--- config.mk ---
export PLATFORM = sky130hd
export DESIGN_NAME = maq_control_multi
export DESIGN_NICKNAME = d
export VERILOG_FILES = /design/src/rtl/maq_control_pkg.sv /design/src/rtl/alarm_cmp.sv /design/src/rtl/maq_control_multi.sv
export SDC_FILE = /design/constraint.sdc
export NUM_CORES = 1
export LEC_CHECK = 0
export CAP_MARGIN = 15
export CORE_ASPECT_RATIO = 1.75
export CORE_UTILIZATION = 42
export DETAILED_ROUTE_END_ITERATION = 8
export PLACE_DENSITY = 0.76
export SLEW_MARGIN = 25
export SYNTH_ARGS = -nofsm -noshare
export SYNTH_HDL_FRONTEND = slang
export SYNTH_SLANG_ARGS = --single-unit
--- constraint.sdc ---
create_clock -name reloj -period 2 [get_ports reloj]
set_input_delay 0.2 -clock reloj [delete_from_list [all_inputs] [get_ports reloj]]
set_output_delay 0.2 -clock reloj [all_outputs]
set_load 0.005 [all_outputs]
--- src/rtl/maq_control_pkg.sv ---
// maq_control_pkg: shared state codes, bus command codes and BCD time type for the RTC control machine
package maq_control_pkg;

    typedef enum logic [2:0] {
        S_IDLE  = 3'd0,
        S_INIT  = 3'd1,
        S_READ  = 3'd2,
        S_PROG  = 3'd3,
        S_WRITE = 3'd4
    } state_t;

    localparam logic [1:0] C_NONE  = 2'b00;
    localparam logic [1:0] C_INIT  = 2'b01;
    localparam logic [1:0] C_READ  = 2'b10;
    localparam logic [1:0] C_WRITE = 2'b11;

    typedef struct packed {
        logic [7:0] hh;
        logic [7:0] mm;
        logic [7:0] ss;
    } bcd_time_t;

endpackage

--- src/rtl/alarm_cmp.sv ---
// alarm_cmp: one alarm slot, BCD time compare on a completed read plus a sticky hit flag cleared by disable
module alarm_cmp
    import maq_control_pkg::*;
(
    input  logic        i_clk,
    input  logic        i_rst,
    input  logic        i_en,
    input  logic        i_chk,
    input  logic [23:0] i_alarm,
    input  logic [23:0] i_hora,
    output logic        o_hit
);

    bcd_time_t w_alarm;
    bcd_time_t w_hora;
    logic      w_match;

    assign w_alarm = i_alarm;
    assign w_hora  = i_hora;
    assign w_match = i_chk && (w_alarm == w_hora);

    // a disabled slot is held clear; an enabled slot latches any match until disabled
    always_ff @(posedge i_clk) begin
        if (i_rst || !i_en)
            o_hit <= 1'b0;
        else
            o_hit <= o_hit || w_match;
    end

endmodule

--- src/rtl/maq_control_multi.sv ---
// maq_control_multi: prioritised RTC bus sequencer with periodic reads, request programming and alarm compare
module maq_control_multi
    import maq_control_pkg::*;
#(
    parameter int NUM_REQ     = 3,
    parameter int NUM_ALARM   = 2,
    parameter int READ_PERIOD = 100,
    parameter int TIMEOUT     = 64,
    parameter int CRONO_IDX   = 2,
    localparam int GW = (NUM_REQ > 1) ? $clog2(NUM_REQ) : 1
)(
    input  logic                    reloj,
    input  logic                    resetM,
    input  logic [NUM_REQ-1:0]      req,
    input  logic                    r_rtc,
    input  logic [NUM_ALARM-1:0]    alarm_en,
    input  logic [24*NUM_ALARM-1:0] alarm_time,
    input  logic [23:0]             hora_actual,
    input  logic                    bus_done,
    output logic                    bus_start,
    output logic [1:0]              Control,
    output logic                    act_crono,
    output logic [2:0]              status,
    output logic [GW-1:0]           grant,
    output logic [NUM_ALARM-1:0]    alarm_hit,
    output logic                    sync,
    output logic                    err
);

    localparam int PW = $clog2(READ_PERIOD);
    localparam int TW = $clog2(TIMEOUT + 1);
    localparam logic [PW-1:0] W_RELOAD = PW'(READ_PERIOD - 1);

    state_t        r_state;
    logic          r_entry;
    logic          r_tick;
    logic [PW-1:0] r_pcnt;
    logic [TW-1:0] r_tcnt;
    logic [GW-1:0] w_low;
    logic          w_live;
    logic          w_done;
    logic          w_tout;
    logic          w_tick;
    logic          w_chk;

    // a bus_done is only honoured in a transaction state and never in its bus_start cycle
    assign w_live = !r_entry && (r_state == S_INIT || r_state == S_READ || r_state == S_WRITE);
    assign w_done = w_live && bus_done && !bus_start;
    assign w_tout = w_live && !w_done && (r_tcnt == TW'(TIMEOUT));
    assign w_tick = r_tick || (r_pcnt == '0);
    assign w_chk  = w_done && (r_state == S_READ);

    // fixed priority: lowest active request index wins
    always_comb begin
        w_low = '0;
        for (int i = NUM_REQ - 1; i >= 0; i--)
            w_low = req[i] ? GW'(i) : w_low;
    end

    // sequencer: state, bus handshake, timeout, read period and registered outputs
    always_ff @(posedge reloj) begin
        if (resetM) begin
            r_state   <= S_INIT;
            r_entry   <= 1'b1;
            r_tick    <= 1'b0;
            r_pcnt    <= W_RELOAD;
            r_tcnt    <= '0;
            bus_start <= 1'b0;
            Control   <= C_NONE;
            act_crono <= 1'b0;
            status    <= '0;
            grant     <= '0;
            sync      <= 1'b0;
            err       <= 1'b0;
        end else begin
            bus_start <= 1'b0;
            sync      <= 1'b0;
            r_tcnt    <= r_tcnt + 1'b1;
            if (r_entry) begin
                r_entry   <= 1'b0;
                bus_start <= 1'b1;
                Control   <= C_INIT;
                status    <= S_INIT;
                r_tcnt    <= '0;
            end else if (w_done || w_tout) begin
                r_state <= S_IDLE;
                status  <= S_IDLE;
                Control <= C_NONE;
                r_pcnt  <= W_RELOAD;
                err     <= w_tout;
                sync    <= w_chk;
            end else if (r_state == S_IDLE) begin
                r_pcnt <= (r_pcnt != '0) ? r_pcnt - 1'b1 : r_pcnt;
                if (r_rtc) begin
                    r_tick    <= w_tick;
                    r_state   <= S_INIT;
                    status    <= S_INIT;
                    Control   <= C_INIT;
                    bus_start <= 1'b1;
                    r_tcnt    <= '0;
                end else if (w_tick) begin
                    r_tick    <= 1'b0;
                    r_state   <= S_READ;
                    status    <= S_READ;
                    Control   <= C_READ;
                    bus_start <= 1'b1;
                    r_tcnt    <= '0;
                end else if (|req) begin
                    r_state   <= S_PROG;
                    status    <= S_PROG;
                    grant     <= w_low;
                    act_crono <= (w_low == GW'(CRONO_IDX));
                end
            end else if (r_state == S_PROG && !req[grant]) begin
                r_state   <= S_WRITE;
                status    <= S_WRITE;
                Control   <= C_WRITE;
                act_crono <= 1'b0;
                bus_start <= 1'b1;
                r_tcnt    <= '0;
            end
        end
    end

    for (genvar g = 0; g < NUM_ALARM; g++) begin : g_alarm
        alarm_cmp u_cmp (
            .i_clk   (reloj),
            .i_rst   (resetM),
            .i_en    (alarm_en[g]),
            .i_chk   (w_chk),
            .i_alarm (alarm_time[24*g +: 24]),
            .i_hora  (hora_actual),
            .o_hit   (alarm_hit[g])
        );
    end

endmodule

# == Yosys cells after proc, flatten, opt, wreduce, memory -nomap -nowiden ==
# Cells that the tools add are included.
# op_classes
addsub,2
n_lt_le_gt_ge,1
eq_ne,16
mux,40
bitwise_logic,4
n_reduce_logical,46
# ops
operator,count
two-way mux 7 bit,8
== test 24 bit,2
two-way mux 1 bit,18
two-way mux 3 bit,6
two-way mux 2 bit,7
AND reduction 6 bit,2
AND reduction 2 bit,5
logical AND 1 bit,9
OR reduction 3 bit,3
logical OR 1 bit,8
nonzero test 2 bit,4
adder 7 x 1 -> 7 bit (second input constant),1
== test 7 bit (second input constant),1
logical NOT 7 bit,1
nonzero test 7 bit,1
subtractor 7 x 1 -> 7 bit (second input constant),1
== test 3 x 2 -> 1 bit (second input constant),2
logical NOT 1 bit,6
inequality test 6 x 5 -> 1 bit (second input constant),1
AND reduction 3 bit,2
inequality test 5 x 4 -> 1 bit (second input constant),1
inequality test 5 bit (second input constant),1
inequality test 2 bit (second input constant),2
inequality test 4 x 3 -> 1 bit (second input constant),1
13 further kinds,16
# word_totals
register_bits,32
inputBits,81
out_inout_bits,13
wordCells,125

# == Longest topological paths before layout ==
# logic_depth
ltp_word,12
ltp_mapped,8
ltp_nobuf,7

# == Hierarchy ==
# A second synthesis with hierarchy kept.
# unflattened
cells_unflattened,239
area_unflattened_um2,2118.3
# by_module_without_submodules
module,n_inst,cells_each,area_each_um2,seq_area_each_um2
maq_control_multi,1,167,1480.2,600.6
alarm_cmp,2,36,319.1,20.0

# == Worst setup path before layout ==
# OpenSTA, ideal clock, no wires.
# synth_timing
path_kind,register -> register
start,register r_pcnt[0]
end,register act_crono
setup_ns,0.116
t_arrival_ns,1.670
required_ns,1.884
path_slack_ns,0.213
stages_incl_launch_ff,9
period_less_slack_ns,1.787
path_cell_list,dfxtp_1 > inv_1 > ha_1 > nor4b_4 > and2_1 > buf_2 > o41ai_2 > a21oi_1 > a41o_1
# synth_via
elab_chain_cells,4
# synth_rtl
item,line_no,text
"start, declared",maq_control_multi.sv:37,logic [PW-1:0] r_pcnt;
"start signal, assigned",maq_control_multi.sv:93,r_pcnt <= (r_pcnt != '0) ? r_pcnt - 1'b1 : r_pcnt;
logical NOT 7 bit,maq_control_multi.sv:50,assign w_tick = r_tick || (r_pcnt == '0);
logical OR 1 bit,maq_control_multi.sv:50,
inequality test 2 bit (no line),-,
AND reduction 6 bit (no line),-,
"end signal, assigned",maq_control_multi.sv:112,act_crono <= (w_low == GW'(CRONO_IDX));
"end, declared",maq_control_multi.sv:22,"output logic act_crono,"
# Every way passes these cells.
# A chain may end at the register's enable or synchronous reset.

# == Final worst setup path ==
# Same ends and word-level chain as after synthesis.

==> summary.md <==
| Metric | Value |
|---|---|
| Status | `finished clean` |
| Sequential-to-total area share from yosys stat | `0.303` |
| Worst path bufs/invs | `1` |
| TNS Setup | `0 ns` |
| Avg WL per Cell | `13.8 um` |
| I/O Buffers | `93` |
| Top_reg_cell synth | `dfxtp_1` |
| Syn Area/Cell | `8.60 um^2` |
| R2r startpoint | `r_pcnt[0]$_SDFFE_PP1P_` |
| NetSw | `391 uW` |
| Power Dens Cells | `507 nW/um^2` |
| Clock share of power | `0.365` |
| Final Cycle Share | `0.922` |
| Most common cell after layout, fill and taps aside | `clkdlybuf4s50_1` |
| Ys async rst share | `0` |
| Fin. max-slew vios | `0` |
| Total of max-cap violations | `0` |
| Placer Congestion | `0.896` |
| Combinational Power Share | `0.232` |
| Final cell count without fillers | `400` |
| RSZ-0062 raised after global routing | `false` |
| CP cell instances | `inv_1 -> ha_1 -> nor4b_4 -> and2_2 -> o41ai_4 -> a21oi_1 -> a41o_1` |
| CP required | `2.18 ns` |
| Tot GR Track Use | `0.220` |
| CP Capture Type | `flip-flop` |
| Leak Pwr | `1.24 nW` |
| CTS sink count | `32` |
| Dpl cells | `392` |
| Vias | `2137` |
| Final nets | `432` |
| Placed cell areas | `3130 um^2` |
| Syn Inst Count | `246` |
| Post-Syn Area | `2110 um^2` |
| Synth Area in Compound Gates | `0.141` |
| Crit-path max FO | `6` |
| Critical path's slowest cell | `o41ai_4` |
| Worst-margin pin slew | `0.530 ns` |
| Initial antenna violation count | `0` |
| Num CTS Buffers | `5` |
| EDFF count, synth | `0` |
| Filler cell count | `400` |
| Internal power | `1.25 mW` |
| Ports | `94` |
| Clock Latency Late Sink | `0.28 ns` |
| Post-synth cell types | `46` |
| Setup Skew | `0.00501 ns` |
| # hold bufs at CTS | `0` |
| FP Rows | `33` |
| Max_slew headroom | `0.644` |
| Die H | `95.9 um` |
| Max Clock Freq | `542 MHz` |
| Final instance area | `3250 um^2` |
| Main combinational cell family by area after synthesis | `XOR/XNOR gates` |
| Post-synthesis simple-gate area fraction | `0.236` |
| Largest net degree at the start of global routing | `13` |
| Clk slew on worst S/H paths | `0.07 ns` |
| Ys Warns | `0` |
| Most frequent cells in the layout | `93 x clkdlybuf4s50_1, 55 x xor2_1, 32 x dfxtp_1, 26 x nor2_1, 11 x nor4_1` |
| Final Hold Vio Count | `0` |
| CP top delay family | `compound AO/OA/AOI/OAI gates` |
| First-pass GRT wire length | `9150 um` |
| DRT iter0 DRCs | `61` |
| HPWL after detailed placement | `4720 um` |
| Setup CP Type | `flip-flop to flip-flop` |
| Antenna viol nets, final | `0` |
| Peak supply drop | `0.390 mV` |
| Mapped Nets | `331` |
| Fraction of layout cells with a size suffix above 1 | `0.0718` |
| Clock tree buffer depth | `2` |
| DRT Wirelength | `5530 um` |
| CP max stage delay | `0.39 ns` |
| Vias in the first global route | `2199` |
| CTS root buf | `clkbuf_8` |
| Ant diodes | `0` |
| Critical Path Source | `r_pcnt[0]$_SDFFE_PP1P_` |
| Vias/cell | `5.34` |
| Setup-failing EPs final | `0` |
| CP arrival | `2.02 ns` |
| Post-synthesis adder-cell area fraction | `0.0237` |
| HP Class | `flip-flop to flip-flop` |
| Min-Delay Startpoint | `status[1]$_SDFFE_PP0P_` |
| Grt total ovfl | `0` |
| Synth Area in XOR/XNOR | `0.249` |
| Initial Util | `0.445` |
| Multiplexer area fraction after synthesis | `0.00473` |
| CTS tree | `built` |
| Synthesis-to-finish area growth | `53.6%` |
| DIE AREA | `5330 um^2` |
| Die X-Extent | `55.6 um` |
| Seq pwr share | `0.403` |
| Period minus WS final | `1.84 ns` |
| First-pass DRT Iterations | `4` |
| H-tree levels | `2` |
| Fin worst setup slack | `0.156 ns` |
| #FFs+latches synth | `32` |
| Post-route DRC | `0` |
| Dpl ws | `0.123 ns` |
| Switch share | `0.238` |
| Crit path launch type | `flip-flop` |
| Utilization after layout | `0.684` |
| Core area | `4750 um^2` |
## worst paths after layout
check	slack, ns	depth (start not counted)	endpoint
worst max-delay path	0.16	7	act_crono$_SDFFE_PP0P_
worst max register to register	0.16	7	act_crono$_SDFFE_PP0P_
worst min register to register	0.48	2	status[1]$_SDFFE_PP0P_
worst min-delay path	0.48	2	status[1]$_SDFFE_PP0P_
## power by group through the flow
stage                     registers (mW)  logic (mW)  clock network, mW
after floorplan                    0.674       0.144                  0
after CTS                          0.663       0.384              0.614
after global routing               0.666       0.414              0.643
final                              0.664       0.382              0.600
after detailed placement           0.678       0.383                  0
after global placement             0.678       0.380                  0
## layer usage
| metal | GRT usage | routed length (um) | up-vias |
|---|---|---|---|
| met4 | 0.0854 | 130 | 0 |
| met3 | 0.0497 | 338 | 12 |
| met5 | 0 | 0 | - |
| met1 | 0.200 | 1930 | 966 |
| li1 | - | - | 1067 |
| met2 | 0.457 | 3130 | 92 |
## cell type report
class                   instances  area (um^2)  area share
multi-input cells             196         1400       0.430
repair buffers                103         1010       0.310
flip-flops and latches         32          641       0.197
clock buffers                   6         72.6      0.0223
well taps                      52         65.1      0.0200
clock inverters                 2         35.0      0.0108
inverters                       9         33.8      0.0104
## timing repair
| action | 4_1_cts | 5_1_grt |
|---|---|---|
| gates resized for setup | 0 | 2 |
| setup buffers | 0 | 0 |
| setup endpoints to repair | 0 | 1 |
| hold endpoints to repair | 0 | 0 |
## cells by family after synthesis
kind of cell | count (synthesis)
xor+xnor | 60
buf+inv | 18
simple gates | 91
fa+ha+maj | 4
mux | 1
flops | 32
compound gates | 40
## stage by stage
| stage | hold slack (ns) | power (mW) |
|---|---|---|
| 2_1_floorplan | 0.228 | 0.818 |
| 4_1_cts | 0.474 | 1.66 |
| 3_3_place_gp | 0.456 | 1.06 |
| 3_5_place_dp | 0.464 | 1.06 |
| 5_1_grt | 0.505 | 1.72 |
| 6_report | 0.476 | 1.65 |
## worst register-to-register path, cell delays in order (launching register included)
cell and delay, ns:
dfxtp_1 0.36, inv_1 0.08, ha_1 0.19, nor4b_4 0.14, and2_2 0.26, o41ai_4 0.39, a21oi_1 0.11, a41o_1 0.20
## synthesized netlist by cell type (all sizes together) (5+ instances only)
cell type  number  area share
nor3            8       0.019
xnor2           5       0.021
dfxtp          32        0.30
o31ai           5       0.018
a21oi          10       0.024
buf             5       0.020
inv             9       0.016
nand2           9       0.016
nor4           11       0.033
o21ai           5       0.012
nand3           9       0.021
nand3b          5       0.018
nor2           27       0.049
a211oi          5       0.024
xor2           55        0.23
## registers in the layout (all words and copies together), names as in the netlist
name                 count
act_crono                1
status                   3
sync                     1
r_tcnt                   7
bus_start                1
r_entry                  1
Control                  2
err                      1
g_alarm.u_cmp.o_hit      2
grant                    2
r_tick                   1
r_pcnt                   7
r_state                  3
Power figures use the tool's default switching activity.
